===== config.mk =====
export PLATFORM = sky130hd
export DESIGN_NAME = addsub_seq_flat
export DESIGN_NICKNAME = d
export VERILOG_FILES = /design/src/rtl/addsub_pkg.sv /design/src/rtl/addsub_seq_if.sv /design/src/rtl/addsub_flags.sv /design/src/rtl/addsub_seq.sv /design/src/flat_wrapper.sv
export SDC_FILE = /design/constraint.sdc
export NUM_CORES = 1
export LEC_CHECK = 0
export BUFFER_PORTS_ARGS = -buffer_cell sky130_fd_sc_hd__clkbuf_2
export CORE_ASPECT_RATIO = 0.7
export CORE_MARGIN = 2
export CORE_UTILIZATION = 48
export DETAILED_ROUTE_END_ITERATION = 10
export PLACE_DENSITY = 0.78
export SETUP_SLACK_MARGIN = 0.4
export SYNTH_ARGS = -nofsm -noshare
export SYNTH_HDL_FRONTEND = slang
export SYNTH_SLANG_ARGS = --single-unit

===== constraint.sdc =====
create_clock -name clk -period 1.6 [get_ports clk]
set_input_delay 0 -clock clk [delete_from_list [all_inputs] [get_ports clk]]
set_output_delay 0 -clock clk [all_outputs]
set_load 0.01 [all_outputs]

===== src/rtl/addsub_pkg.sv =====
// Shared opcode constants, FSM state encoding and default datapath width
// for the AddSub4b operand-issue / result-capture controller.
package addsub_pkg;

    localparam int unsigned DEF_WIDTH = 4;
    localparam int unsigned OP_W      = 3;

    localparam logic [OP_W-1:0] OP_ADD     = 3'b000;
    localparam logic [OP_W-1:0] OP_SUB     = 3'b001;
    localparam logic [OP_W-1:0] OP_ACC_ADD = 3'b010;
    localparam logic [OP_W-1:0] OP_ACC_SUB = 3'b011;
    localparam logic [OP_W-1:0] OP_CLR     = 3'b100;

    typedef enum logic [1:0] {
        IDLE = 2'd0,
        EXEC = 2'd1,
        DONE = 2'd2
    } state_e;

    // Opcodes 000..011 are the only ones that drive the adder.
    function automatic logic is_adder_op(input logic [OP_W-1:0] op);
        return (op[2] == 1'b0);
    endfunction

endpackage


===== src/rtl/addsub_seq_if.sv =====
// Request, adder-side and result handshake signals of addsub_seq.
// slave is the controller's view; master is the surrounding environment's.
interface addsub_seq_if #(
    parameter int unsigned WIDTH = addsub_pkg::DEF_WIDTH
) ();

    logic                         in_valid;
    logic                         in_ready;
    logic [addsub_pkg::OP_W-1:0]  in_op;
    logic [WIDTH-1:0]             in_a;
    logic [WIDTH-1:0]             in_b;

    logic                         add_ctrl;
    logic [WIDTH-1:0]             add_a;
    logic [WIDTH-1:0]             add_b;
    logic [WIDTH-1:0]             add_s;
    logic                         add_co;

    logic                         out_valid;
    logic                         out_ready;
    logic [WIDTH-1:0]             out_res;
    logic                         out_co;
    logic                         out_zero;
    logic                         out_ov;
    logic                         out_err;
    logic [WIDTH-1:0]             acc;

    modport slave (
        input  in_valid, in_op, in_a, in_b, add_s, add_co, out_ready,
        output in_ready, add_ctrl, add_a, add_b,
        output out_valid, out_res, out_co, out_zero, out_ov, out_err, acc
    );

    modport master (
        output in_valid, in_op, in_a, in_b, add_s, add_co, out_ready,
        input  in_ready, add_ctrl, add_a, add_b,
        input  out_valid, out_res, out_co, out_zero, out_ov, out_err, acc
    );

endinterface


===== src/rtl/addsub_flags.sv =====
// Combinational status flags for one adder result: zero, signed overflow
// (operand signs taken from the issued A/B) and carry pass-through.
module addsub_flags #(
    parameter int unsigned WIDTH = addsub_pkg::DEF_WIDTH
) (
    input  logic [WIDTH-1:0] a_i,
    input  logic [WIDTH-1:0] b_i,
    input  logic [WIDTH-1:0] s_i,
    input  logic             co_i,
    input  logic             sub_i,
    output logic             zero_c,
    output logic             ov_c,
    output logic             carry_c
);

    logic sign_a;
    logic sign_b;
    logic sign_s;
    logic same_sign;

    assign sign_a    = a_i[WIDTH-1];
    assign sign_b    = b_i[WIDTH-1];
    assign sign_s    = s_i[WIDTH-1];
    assign same_sign = (sign_a == sign_b);

    // Subtraction overflows only when operand signs differ; addition when they match.
    assign ov_c    = (sub_i ? !same_sign : same_sign) && (sign_s != sign_a);
    assign zero_c  = (s_i == '0);
    assign carry_c = co_i;

endmodule


===== src/rtl/addsub_seq.sv =====
// Issues operands to an external AddSub4b, captures S/Co after ADDER_LAT
// extra cycles, maintains an accumulator and presents a held result.
module addsub_seq
    import addsub_pkg::*;
#(
    parameter int unsigned WIDTH     = DEF_WIDTH,
    parameter int unsigned ADDER_LAT = 0
) (
    input  logic        clk,
    input  logic        rst_n,
    addsub_seq_if.slave bus
);

    localparam int unsigned CNT_W = (ADDER_LAT > 0) ? $clog2(ADDER_LAT + 1) : 1;

    state_e             state_q,     state_d;
    logic [CNT_W-1:0]   cnt_q,       cnt_d;
    logic               is_acc_q,    is_acc_d;
    logic               in_ready_q,  in_ready_d;
    logic               add_ctrl_q,  add_ctrl_d;
    logic [WIDTH-1:0]   add_a_q,     add_a_d;
    logic [WIDTH-1:0]   add_b_q,     add_b_d;
    logic               out_valid_q, out_valid_d;
    logic [WIDTH-1:0]   out_res_q,   out_res_d;
    logic               out_co_q,    out_co_d;
    logic               out_zero_q,  out_zero_d;
    logic               out_ov_q,    out_ov_d;
    logic               out_err_q,   out_err_d;
    logic [WIDTH-1:0]   acc_q,       acc_d;

    logic               flag_zero_c;
    logic               flag_ov_c;
    logic               flag_carry_c;

    // Flags are evaluated against the operands actually issued to the adder.
    addsub_flags #(
        .WIDTH (WIDTH)
    ) u_flags (
        .a_i     (add_a_q),
        .b_i     (add_b_q),
        .s_i     (bus.add_s),
        .co_i    (bus.add_co),
        .sub_i   (add_ctrl_q),
        .zero_c  (flag_zero_c),
        .ov_c    (flag_ov_c),
        .carry_c (flag_carry_c)
    );

    always_ff @(posedge clk or negedge rst_n) begin
        if (!rst_n) begin
            state_q     <= IDLE;
            cnt_q       <= '0;
            is_acc_q    <= 1'b0;
            in_ready_q  <= 1'b1;
            add_ctrl_q  <= 1'b0;
            add_a_q     <= '0;
            add_b_q     <= '0;
            out_valid_q <= 1'b0;
            out_res_q   <= '0;
            out_co_q    <= 1'b0;
            out_zero_q  <= 1'b0;
            out_ov_q    <= 1'b0;
            out_err_q   <= 1'b0;
            acc_q       <= '0;
        end else begin
            state_q     <= state_d;
            cnt_q       <= cnt_d;
            is_acc_q    <= is_acc_d;
            in_ready_q  <= in_ready_d;
            add_ctrl_q  <= add_ctrl_d;
            add_a_q     <= add_a_d;
            add_b_q     <= add_b_d;
            out_valid_q <= out_valid_d;
            out_res_q   <= out_res_d;
            out_co_q    <= out_co_d;
            out_zero_q  <= out_zero_d;
            out_ov_q    <= out_ov_d;
            out_err_q   <= out_err_d;
            acc_q       <= acc_d;
        end
    end

    always_comb begin
        state_d     = state_q;
        cnt_d       = cnt_q;
        is_acc_d    = is_acc_q;
        add_ctrl_d  = add_ctrl_q;
        add_a_d     = add_a_q;
        add_b_d     = add_b_q;
        out_valid_d = out_valid_q;
        out_res_d   = out_res_q;
        out_co_d    = out_co_q;
        out_zero_d  = out_zero_q;
        out_ov_d    = out_ov_q;
        out_err_d   = out_err_q;
        acc_d       = acc_q;

        case (state_q)
            IDLE: begin
                if (bus.in_valid) begin
                    if (is_adder_op(bus.in_op)) begin
                        add_a_d    = bus.in_op[1] ? acc_q : bus.in_a;
                        add_b_d    = bus.in_b;
                        add_ctrl_d = bus.in_op[0];
                        is_acc_d   = bus.in_op[1];
                        cnt_d      = CNT_W'(ADDER_LAT);
                        state_d    = EXEC;
                    end else if (bus.in_op == OP_CLR) begin
                        out_res_d   = '0;
                        out_zero_d  = 1'b1;
                        out_co_d    = 1'b0;
                        out_ov_d    = 1'b0;
                        out_err_d   = 1'b0;
                        acc_d       = '0;
                        out_valid_d = 1'b1;
                        state_d     = DONE;
                    end else begin
                        // Illegal opcode reports the untouched accumulator.
                        out_res_d   = acc_q;
                        out_zero_d  = (acc_q == '0);
                        out_co_d    = 1'b0;
                        out_ov_d    = 1'b0;
                        out_err_d   = 1'b1;
                        out_valid_d = 1'b1;
                        state_d     = DONE;
                    end
                end
            end
            EXEC: begin
                if (cnt_q == '0) begin
                    out_res_d   = bus.add_s;
                    out_co_d    = flag_carry_c;
                    out_zero_d  = flag_zero_c;
                    out_ov_d    = flag_ov_c;
                    out_err_d   = 1'b0;
                    if (is_acc_q) begin
                        acc_d = bus.add_s;
                    end
                    out_valid_d = 1'b1;
                    state_d     = DONE;
                end else begin
                    cnt_d = cnt_q - CNT_W'(1);
                end
            end
            DONE: begin
                if (out_valid_q && bus.out_ready) begin
                    out_valid_d = 1'b0;
                    state_d     = IDLE;
                end
            end
            default: begin
                state_d = IDLE;
            end
        endcase

        in_ready_d = (state_d == IDLE);
    end

    assign bus.in_ready  = in_ready_q;
    assign bus.add_ctrl  = add_ctrl_q;
    assign bus.add_a     = add_a_q;
    assign bus.add_b     = add_b_q;
    assign bus.out_valid = out_valid_q;
    assign bus.out_res   = out_res_q;
    assign bus.out_co    = out_co_q;
    assign bus.out_zero  = out_zero_q;
    assign bus.out_ov    = out_ov_q;
    assign bus.out_err   = out_err_q;
    assign bus.acc       = acc_q;

endmodule


===== src/flat_wrapper.sv =====
// flat-port wrapper written by rule: the top's interface ports become plain ports
module addsub_seq_flat import addsub_pkg::*;
#(
    parameter int unsigned WIDTH     = DEF_WIDTH,
    parameter int unsigned ADDER_LAT = 0
)
  (clk, rst_n, bus_in_valid, bus_in_op, bus_in_a, bus_in_b, bus_add_s, bus_add_co, bus_out_ready, bus_in_ready, bus_add_ctrl, bus_add_a, bus_add_b, bus_out_valid, bus_out_res, bus_out_co, bus_out_zero, bus_out_ov, bus_out_err, bus_acc);
  addsub_seq_if #(.WIDTH(WIDTH)) bus_i ();
  input  logic clk;
  input  logic rst_n;
  input wire logic [$bits(bus_i.in_valid)-1:0] bus_in_valid;
  input wire logic [$bits(bus_i.in_op)-1:0] bus_in_op;
  input wire logic [$bits(bus_i.in_a)-1:0] bus_in_a;
  input wire logic [$bits(bus_i.in_b)-1:0] bus_in_b;
  input wire logic [$bits(bus_i.add_s)-1:0] bus_add_s;
  input wire logic [$bits(bus_i.add_co)-1:0] bus_add_co;
  input wire logic [$bits(bus_i.out_ready)-1:0] bus_out_ready;
  output wire logic [$bits(bus_i.in_ready)-1:0] bus_in_ready;
  output wire logic [$bits(bus_i.add_ctrl)-1:0] bus_add_ctrl;
  output wire logic [$bits(bus_i.add_a)-1:0] bus_add_a;
  output wire logic [$bits(bus_i.add_b)-1:0] bus_add_b;
  output wire logic [$bits(bus_i.out_valid)-1:0] bus_out_valid;
  output wire logic [$bits(bus_i.out_res)-1:0] bus_out_res;
  output wire logic [$bits(bus_i.out_co)-1:0] bus_out_co;
  output wire logic [$bits(bus_i.out_zero)-1:0] bus_out_zero;
  output wire logic [$bits(bus_i.out_ov)-1:0] bus_out_ov;
  output wire logic [$bits(bus_i.out_err)-1:0] bus_out_err;
  output wire logic [$bits(bus_i.acc)-1:0] bus_acc;
  assign bus_i.in_valid = bus_in_valid;
  assign bus_i.in_op = bus_in_op;
  assign bus_i.in_a = bus_in_a;
  assign bus_i.in_b = bus_in_b;
  assign bus_i.add_s = bus_add_s;
  assign bus_i.add_co = bus_add_co;
  assign bus_i.out_ready = bus_out_ready;
  assign bus_in_ready = bus_i.in_ready;
  assign bus_add_ctrl = bus_i.add_ctrl;
  assign bus_add_a = bus_i.add_a;
  assign bus_add_b = bus_i.add_b;
  assign bus_out_valid = bus_i.out_valid;
  assign bus_out_res = bus_i.out_res;
  assign bus_out_co = bus_i.out_co;
  assign bus_out_zero = bus_i.out_zero;
  assign bus_out_ov = bus_i.out_ov;
  assign bus_out_err = bus_i.out_err;
  assign bus_acc = bus_i.acc;
  addsub_seq #(.WIDTH(WIDTH), .ADDER_LAT(ADDER_LAT)) u_core (.clk(clk), .rst_n(rst_n), .bus(bus_i));
endmodule

==> PnR_summary.wiki, run 1 <==
{| class="wikitable"
! Metric !! Value
|-
| Result of the run || finished clean
|-
| Reg-to-Reg Start || u_core.state_q[0]$_DFF_PN0_
|-
| Largest delay contributor family on the critical path || flip-flops
|-
| Mapped Nets || between 100 and 150
|-
| Number of global-route vias before repair || 1009
|-
| Type of the tightest min-delay check || input port to register
|-
| DRT Pass-1 Iters || 7
|-
| Data arrival time of the critical path || 1.59 ns
|-
| Reported max-cap violation count || 0
|-
| Distinct cell type count after synthesis || 29
|-
| Clock Tree Root || sky130_fd_sc_hd__clkbuf_4
|-
| RSZ-0062 raised after global routing || true
|-
| Post-synth top area share || a little over half
|-
| Number of warnings reported in the yosys synthesis log || 0
|-
| Number of synthesized flops with an enable pin || 0
|-
| Source of the worst hold timing path || bus_add_s[0]
|-
| CTS H-tree lvls || 1
|-
| Setup-violating endpoint count in the final report || 0
|-
| Proportion of synthesized flip-flops having asynchronous set or reset || 100%
|-
| Worst stage delay on the critical path || approximately 0.46 ns
|-
| Most used DFF post-synth || sky130_fd_sc_hd__dfrtp_1
|-
| Number of top-level pins || 43
|-
| Area of the die || between 0.002 and 0.003 sq mm
|-
| Aggregate global-route resource usage || between 20 and 25%
|-
| Cell count of the worst reg-to-reg path || 3
|-
| Sw power || 0.00121 W
|-
| Routed via count || 1170
|-
| Finished Cell Area || ~0.0018 sq mm
|-
| Die Span Y || around 46 um
|-
| Dpl ws || 0.139 ns
|-
| Number of nets still failing antenna checks after routing || 0
|-
| Post-synth design cell area || 0.00119 sq mm
|-
| # clock sinks || 26
|-
| Worst Setup End Kind || register
|-
| Clk pwr share || ~14%
|-
| Share of cells above drive strength 1 || 47.1%
|-
| Placer Congestion || 0.818
|-
| CP bufs+invs || 1
|-
| Final hold violations || 0
|-
| Register-to-register setup slack || approximately 0.23 ns
|-
| Seq pwr share || between 30% and 40%
|-
| Time the worst path needs with I/O delays and setup || 1.37 ns
|-
| Seq/Total Area, Yosys || a little over half
|-
| Cell with the largest stage delay on the worst path || sky130_fd_sc_hd__dfrtp_2
|-
| Cts bufs inserted || 3
|-
| Power Internal || slightly above 0.002 W
|-
| Highest clock frequency the design can meet || approximately 0.73 GHz
|-
| Number of remaining DRC errors || 0
|-
| Final Max Slew Viols || 0
|-
| Tightest slew margin relative to the limit || 58.6%
|-
| Mean instance size in the synthesized netlist || ~12 sq um
|-
| Total overflow reported by the global router || 0
|-
| Average wire length per cell after detail routing || 18.2 um
|-
| Setup CP Type || register to register
|-
| WL met2 || ~1.7 mm
|-
| Detail Route met3 WL || about 280 um
|-
| Startpoint of the worst setup timing path || u_core.state_q[0]$_DFF_PN0_
|-
| Via density per instance || 5.74
|-
| Net switching fraction of the power || a little under two fifths
|-
| Count of input and output buffers || 42
|-
| Largest fanout on the critical path || 5
|-
| Clock transition at the registers of the reported paths || between 0.1 and 0.15 ns
|-
| Worst Max-Slew Pin Slew || roughly 0.62 ns
|-
| Pin count of the biggest net entering global routing || 27
|-
| Leakage power figure || 0.868 nW
|-
| Area added between synthesis and finish || 53.7%
|-
| Combinational power share || between 40% and 50%
|-
| Final nets || 191
|-
| Number of antenna violations at the first check in global routing || 0
|-
| Synthesized instance count || 101
|-
| Chip width || about 63 um
|-
| Setup Skew || a little under 0.006 ns
|-
| Yosys reg bits || 26
|-
| CORE AREA || 0.00240 sq mm
|-
| Estimated wirelength of the detail-placed design || 1.99 mm
|-
| Total wirelength of the detailed-routed design || around 3.7 mm
|-
| Pwr/cell area || 1770 mW/mm^2
|-
| First DRT Iteration DRCs || between 100 and 150
|-
| First-pass GRT wire length || around 4.8 mm
|-
| Cell chain of the critical path || nor4b_4 -> buf_6 -> mux2_4
|-
| Worst-case hold path end point || u_core.bus.out_res[0]$_DFFE_PN0P_
|-
| Top Metal Used || met4
|-
| Starting density of the core || 49.4%
|-
| Worst endpoint required time || between 1.5 and 2 ns
|-
| FF-to-FF End || u_core.bus.add_b[1]$_DFFE_PN0P_
|-
| Cell Area, Placed || about 0.0014 sq mm
|-
| Number of antenna cells inserted || 0
|-
| Total Negative Setup Slacks || 0 ns
|-
| Std-Cell Rows || 15
|-
| Final worst slack || 0.230 ns
|-
| Detailed-route wire length on metal 1 || approximately 1.6 mm
|-
| Hold path depth || 3
|-
| Number of buffers between clock root and the deepest sink || 2
|-
| Cell type with the largest total area after synthesis || sky130_fd_sc_hd__dfrtp_1
|-
| CTS tree || yes
|-
| Portion of the clock cycle consumed by the worst path in the final layout || between 80% and 90%
|-
| Clk_lat worst skew || between 0.3 and 0.4 ns
|-
| Worst ir drop on vdd || around 0.0009 V
|-
| Cell types with the largest area share after synthesis || sky130_fd_sc_hd__dfrtp_1 (53%), sky130_fd_sc_hd__mux2_2 (4.7%), sky130_fd_sc_hd__mux2i_1 (4.2%), sky130_fd_sc_hd__a2bb2oi_1 (3.7%), sky130_fd_sc_hd__a211oi_1 (3.2%)
|-
| Type of element launching the critical path || register
|}
[synthesized netlist by cell type, types with 2 or more instances]
| cell type | n |
|---|---|
| sky130_fd_sc_hd__a211oi_1 | 5 |
| sky130_fd_sc_hd__a21oi_1 | 5 |
| sky130_fd_sc_hd__a22o_1 | 3 |
| sky130_fd_sc_hd__a2bb2oi_1 | 5 |
| sky130_fd_sc_hd__buf_2 | 3 |
| sky130_fd_sc_hd__dfrtp_1 | 25 |
| sky130_fd_sc_hd__mux2_2 | 5 |
| sky130_fd_sc_hd__mux2i_1 | 5 |
| sky130_fd_sc_hd__nand2_1 | 8 |
| sky130_fd_sc_hd__nand2b_1 | 3 |
| sky130_fd_sc_hd__nand3_1 | 5 |
| sky130_fd_sc_hd__nor2_1 | 6 |
| sky130_fd_sc_hd__nor2b_1 | 2 |
| sky130_fd_sc_hd__o21ai_0 | 2 |
| sky130_fd_sc_hd__o2bb2ai_1 | 4 |
| sky130_fd_sc_hd__or4_1 | 2 |
[power by group through the flow]
stage / Combinational [W] / Clock, W / Sequential [W]
floorplan: 0.000580 / 0 / 0.00134
detailed placement: 0.00118 / 0 / 0.00123
finish: 0.00153 / 0.000448 / 0.00125
global placement: 0.00114 / 0 / 0.00121
global route: 0.00162 / 0.000488 / 0.00129
CTS: 0.00131 / 0.000451 / 0.00120
[kinds of logic (layout without fill, tap and decap cells)]
logic type / after synthesis / after routing / synth area share, %
and+or+nand+nor: 33 / 33 / 16.2
DFF: 26 / 26 / 55.0
AOI/OAI and AO/OA: 25 / 25 / 15.6
muxes: 11 / 11 / 9.92
buffers and inverters: 5 / 74 / 2.53
xor gates and xnor gates: 1 / 1 / 0.739
[placed cells by master, fill, tap and decap left out, types with 2 or more instances in the layout]
master	n
sky130_fd_sc_hd__nor2_2	3
sky130_fd_sc_hd__a21oi_2	3
sky130_fd_sc_hd__buf_6	4
sky130_fd_sc_hd__dlygate4sd3_1	17
sky130_fd_sc_hd__clkbuf_2	42
sky130_fd_sc_hd__o2bb2ai_1	4
sky130_fd_sc_hd__mux2_4	6
sky130_fd_sc_hd__nor2_1	2
sky130_fd_sc_hd__nand2b_1	2
sky130_fd_sc_hd__dfrtp_1	24
sky130_fd_sc_hd__a211oi_1	5
sky130_fd_sc_hd__clkbuf_4	3
sky130_fd_sc_hd__nand2_1	8
sky130_fd_sc_hd__nand3_1	4
sky130_fd_sc_hd__a2bb2oi_1	5
sky130_fd_sc_hd__a21oi_1	2
sky130_fd_sc_hd__mux2i_1	5
sky130_fd_sc_hd__a22o_1	3
sky130_fd_sc_hd__buf_4	7
[worst max-delay path by stage]
stage | to | depth (start not counted)
after global placement | u_core.bus.acc[0]$_DFFE_PN0P_ | 4
after floorplan | u_core.bus.add_b[3]$_DFFE_PN0P_ | 3
final | u_core.bus.add_b[1]$_DFFE_PN0P_ | 3
after global routing | u_core.bus.add_b[0]$_DFFE_PN0P_ | 3
after CTS | u_core.bus.add_b[0]$_DFFE_PN0P_ | 3
after detailed placement | u_core.bus.acc[3]$_DFFE_PN0P_ | 4
[repair_timing]
item                                   CTS  global route
buffers inserted                         4             2
gates cloned                             0             1
hold buffers                            16             1
gates resized for setup                  8            20
pin swaps                                0             6
endpoints found under the hold margin   41             1
setup endpoints to repair               21            21
[layer usage]
layer,vias to the layer above,global-route usage (%)
li1,510,-
met1,582,31.0
met2,69,36.0
met3,9,3.22
met4,0,8.26
met5,-,0
[registers in the layout, summed over array words and instances (netlist names), 2 cells and up]
signal and flops:
u_core.bus.acc 4, u_core.state_q 2, u_core.bus.add_b 4, u_core.bus.out_res 4, u_core.bus.add_a 4
[worst reg2reg max path: stages (launching register included)]
cell	delay, ns
sky130_fd_sc_hd__dfrtp_2	0.46
sky130_fd_sc_hd__nor4b_4	0.30
sky130_fd_sc_hd__buf_6	0.19
sky130_fd_sc_hd__mux2_4	0.32
[area by class of cell]
type / instances / area (sq um)
sequential: 26 / 653
timing repair buffer: 70 / 478
tap: 34 / 42.5
clock buffer: 3 / 22.5
fill: 175 / 579
multi-input combinational: 70 / 597
clock inverter: 1 / 30.0
[per-stage QoR]
| stage | power (W) | cells | utilization [%] | hold WS (ns) |
|---|---|---|---|---|
| 6_report | 0.00323 | 204 | 75.9 | 0.0333 |
| 4_1_cts | 0.00296 | 200 | 71.3 | 0.00480 |
| 2_1_floorplan | 0.00192 | 101 | - | -0.296 |
| 3_3_place_gp | 0.00236 | 176 | 60.1 | 0.0407 |
| 3_5_place_dp | 0.00241 | 176 | 60.1 | 0.0495 |
| 5_1_grt | 0.00339 | 204 | 75.9 | 0.0233 |
Note: power is estimated with default switching activity, not from simulation.
==> run 2: changes to the inputs <==
Settings changed: ABC_AREA from default to 1, PLACE_DENSITY 0.78 to 0.77.
==> PnR_summary.wiki, run 2 <==
{| class="wikitable"
! Metric !! Value
|-
| Clock Tree Root || sky130_fd_sc_hd__clkbuf_4
|-
| Final standard cell count with taps included and fillers excluded || ~250
|-
| Reported max-cap violation count || 0
|-
| Clk_lat worst skew || 0.33 ns
|-
| Yosys reg bits || 26
|-
| Number of synthesized flops with an enable pin || 0
|-
| Number of antenna violations at the first check in global routing || 0
|-
| Count of input and output buffers || 42
|-
| Finished Cell Area || between 0.0015 and 0.002 sq mm
|-
| Worst endpoint required time || ~1.9 ns
|-
| Share of cells above drive strength 1 || 29.5%
|-
| DRT Pass-1 Iters || 4
|-
| First DRT Iteration DRCs || 57
|-
| First-pass GRT wire length || around 5 mm
|-
| Final nets || 238
|-
| Type of element launching the critical path || register
|-
| Estimated wirelength of the detail-placed design || approximately 2.1 mm
|-
| Final worst slack || 0.361 ns
|-
| Mean instance size in the synthesized netlist || slightly below 8 sq um
|-
| Leading cell type in the layout, fill and taps excluded || sky130_fd_sc_hd__nand2_1
|-
| Number of global-route vias before repair || between 1k and 1.5k
|-
| Aggregate global-route resource usage || between 20 and 25%
|-
| CORE AREA || around 0.0024 sq mm
|-
| Dpl ws || around 0.2 ns
|-
| Portion of the clock cycle consumed by the worst path in the final layout || between 70% and 80%
|-
| Setup CP Type || register to register
|-
| Seq/Total Area, Yosys || around 54%
|-
| Synthesized instance count || approximately 160
|-
| Post-synth design cell area || approximately 0.0012 sq mm
|-
| Number of warnings reported in the yosys synthesis log || 0
|-
| Area of the die || roughly 0.0029 sq mm
|-
| Cell chain of the critical path || nor2_2 -> nand2_2 -> nor2_4 -> inv_2 -> o21ai_0
|-
| Pin count of the biggest net entering global routing || 27
|-
| Worst Max-Slew Pin Slew || 0.643 ns
|-
| Area added between synthesis and finish || 40.4%
|-
| Worst stage delay on the critical path || approximately 0.45 ns
|-
| Average wire length per cell after detail routing || roughly 12 um
|-
| Starting density of the core || 50.0%
|-
| Total wirelength of the detailed-routed design || about 3.1 mm
|-
| Std-Cell Rows || 15
|-
| Cell Area, Placed || roughly 0.0015 sq mm
|-
| Die Span Y || approximately 46 um
|-
| Number of top-level pins || 43
|-
| Total Negative Setup Slacks || 0 ns
|-
| Cell types with the largest area share after synthesis || sky130_fd_sc_hd__dfrtp_1 (52%), sky130_fd_sc_hd__nand2_1 (24%), sky130_fd_sc_hd__nand3_1 (3.7%), sky130_fd_sc_hd__inv_1 (3.1%), sky130_fd_sc_hd__nor2_1 (3.1%)
|-
| Via density per instance || slightly below 5
|-
| Proportion of synthesized flip-flops having asynchronous set or reset || 100%
|-
| Commonest cells post-synth || sky130_fd_sc_hd__nand2_1 (78), sky130_fd_sc_hd__dfrtp_1 (25), sky130_fd_sc_hd__inv_1 (10), sky130_fd_sc_hd__nor2_1 (10), sky130_fd_sc_hd__nand3_1 (9)
|-
| Largest delay contributor family on the critical path || flip-flops
|-
| Post-synth top area share || approximately half
|-
| Setup-violating endpoint count in the final report || 0
|-
| Worst ir drop on vdd || between 0.001 and 0.0015 V
|-
| Clock transition at the registers of the reported paths || roughly 0.15 ns
|-
| Data arrival time of the critical path || around 1.5 ns
|-
| Number of antenna cells inserted || 0
|-
| Placer Congestion || 0.847
|-
| Time the worst path needs with I/O delays and setup || approximately 1.2 ns
|-
| CTS tree || yes
|-
| Routed via count || 1239
|-
| Startpoint of the worst setup timing path || u_core.state_q[1]$_DFF_PN0_
|-
| Result of the run || finished clean
|-
| # clock sinks || 26
|-
| Mapped Nets || ~180
|-
| Cts bufs inserted || 3
|-
| Cell with the largest stage delay on the worst path || sky130_fd_sc_hd__dfrtp_1
|-
| Fill cell instance count of the final layout || 209
|-
| Cell type with the largest total area after synthesis || sky130_fd_sc_hd__dfrtp_1
|-
| Most used DFF post-synth || sky130_fd_sc_hd__dfrtp_1
|-
| Number of placed cells counting well taps || roughly 230
|-
| Highest-count cells in the layout ignoring fill and taps || sky130_fd_sc_hd__nand2_1 (76), sky130_fd_sc_hd__clkbuf_2 (42), sky130_fd_sc_hd__dfrtp_1 (25)
|-
| Distinct cell type count after synthesis || 18
|-
| CTS H-tree lvls || 1
|-
| Worst Setup End Kind || register
|-
| Number of nets still failing antenna checks after routing || 0
|-
| CP bufs+invs || 1
|-
| Pwr/cell area || between 1500 and 2000 mW/mm^2
|-
| Reg-to-Reg Start || u_core.state_q[1]$_DFF_PN0_
|-
| Chip width || about 64 um
|-
| Total overflow reported by the global router || 0
|-
| Highest clock frequency the design can meet || between 0.8 and 0.9 GHz
|-
| RSZ-0062 raised after global routing || true
|-
| Type of the tightest min-delay check || input port to register
|-
| Largest fanout on the critical path || 9
|-
| Tightest slew margin relative to the limit || between 50% and 60%
|-
| Number of remaining DRC errors || 0
|-
| Number of buffers between clock root and the deepest sink || 2
|-
| Source of the worst hold timing path || bus_add_s[0]
|-
| Total Power Consumption || ~0.0027 W
|-
| Setup Skew || ~0.012 ns
|-
| Leakage power figure || 0.982 nW
|-
| Final Max Slew Viols || 0
|-
| Most common cell in the netlist || sky130_fd_sc_hd__nand2_1
|-
| Final hold violations || 0
|}
-- run 2: cell types whose count changed in the layout (fill, tap and decap cells not counted), sizes merged, moves of 5 or more --
cell,before,now
nor2,6,12
nand2,8,79
o211ai,0,5
mux2,6,0
mux2i,5,0
inv,0,11
buf,11,3
a211oi,5,0
a2bb2oi,5,0
-- run 2: tightest hold or removal path, cell delays in order --
cell and delay, ns:
sky130_fd_sc_hd__clkbuf_2 0.09, sky130_fd_sc_hd__nand2_1 0.07, sky130_fd_sc_hd__nand2_1 0.07, sky130_fd_sc_hd__nand2_1 0.06, sky130_fd_sc_hd__nand2_1 0.04
-- run 2: what timing repair did --
action                     in CTS  in global routing
gates resized for setup         6                  4
buffers inserted                2                  0
hold endpoints to repair       37                  0
pin swaps                       1                  1
setup endpoints to repair      21                 19
hold buffers                   14                  0
-- run 2: kinds of logic after synthesis --
logic type,Yosys count,share of synthesized area [%]
and+or+nand+nor,105,35.4
DFF,26,53.8
buffers and inverters,13,4.75
AOI/OAI and AO/OA,12,5.99
-- run 2: through the flow --
stage               util (%)  hold WS [ns]
floorplan                  -        -0.296
global route            70.2        0.0297
detailed placement      60.1        0.0539
finish                  70.2       0.00739
global placement        60.1        0.0474
CTS                     69.6       0.00351
-- run 2: worst paths after layout --
check | slack [ns] | end | cells past startpoint
max | 0.36 | u_core.is_acc_q$_DFFE_PN0P_ | 5
min | 0.007 | u_core.bus.out_res[0]$_DFFE_PN0P_ | 5
max reg2reg | 0.36 | u_core.is_acc_q$_DFFE_PN0P_ | 5
min reg2reg | 0.49 | u_core.bus.out_co$_DFFE_PN0P_ | 2
max in group asynchronous | 0.98 | u_core.bus.acc[2]$_DFFE_PN0P_ | 2
min in group asynchronous | 0.19 | u_core.bus.out_res[1]$_DFFE_PN0P_ | 2
-- run 2: layer usage --
| layer | global-route usage (%) | vias up | part of all wire [%] |
|---|---|---|---|
| li1 | - | 609 | - |
| met1 | 28.9 | 575 | 43 |
| met2 | 37.9 | 47 | 50 |
| met3 | 4.95 | 8 | 5.9 |
| met4 | 8.26 | 0 | 2.0 |
| met5 | 0 | - | 0 |
-- run 2: power by group --
part | internal, W | switching [W]
Combinational | 0.000464 | 0.000693
Sequential | 0.000931 | 0.000196
Clock | 0.000254 | 0.000200
Total | 0.00165 | 0.00109
-- run 2: cell type report --
class	count	area, sq um	share of cell area, %
Sequential cell	26	652	38.3
Timing Repair Buffer	59	385	22.7
Multi-Input combinational cell	117	524	30.8
Tap cell	34	42.5	2.50
Inverter	11	43.8	2.58
Clock buffer	3	22.5	1.32
Clock inverter	1	30.0	1.77
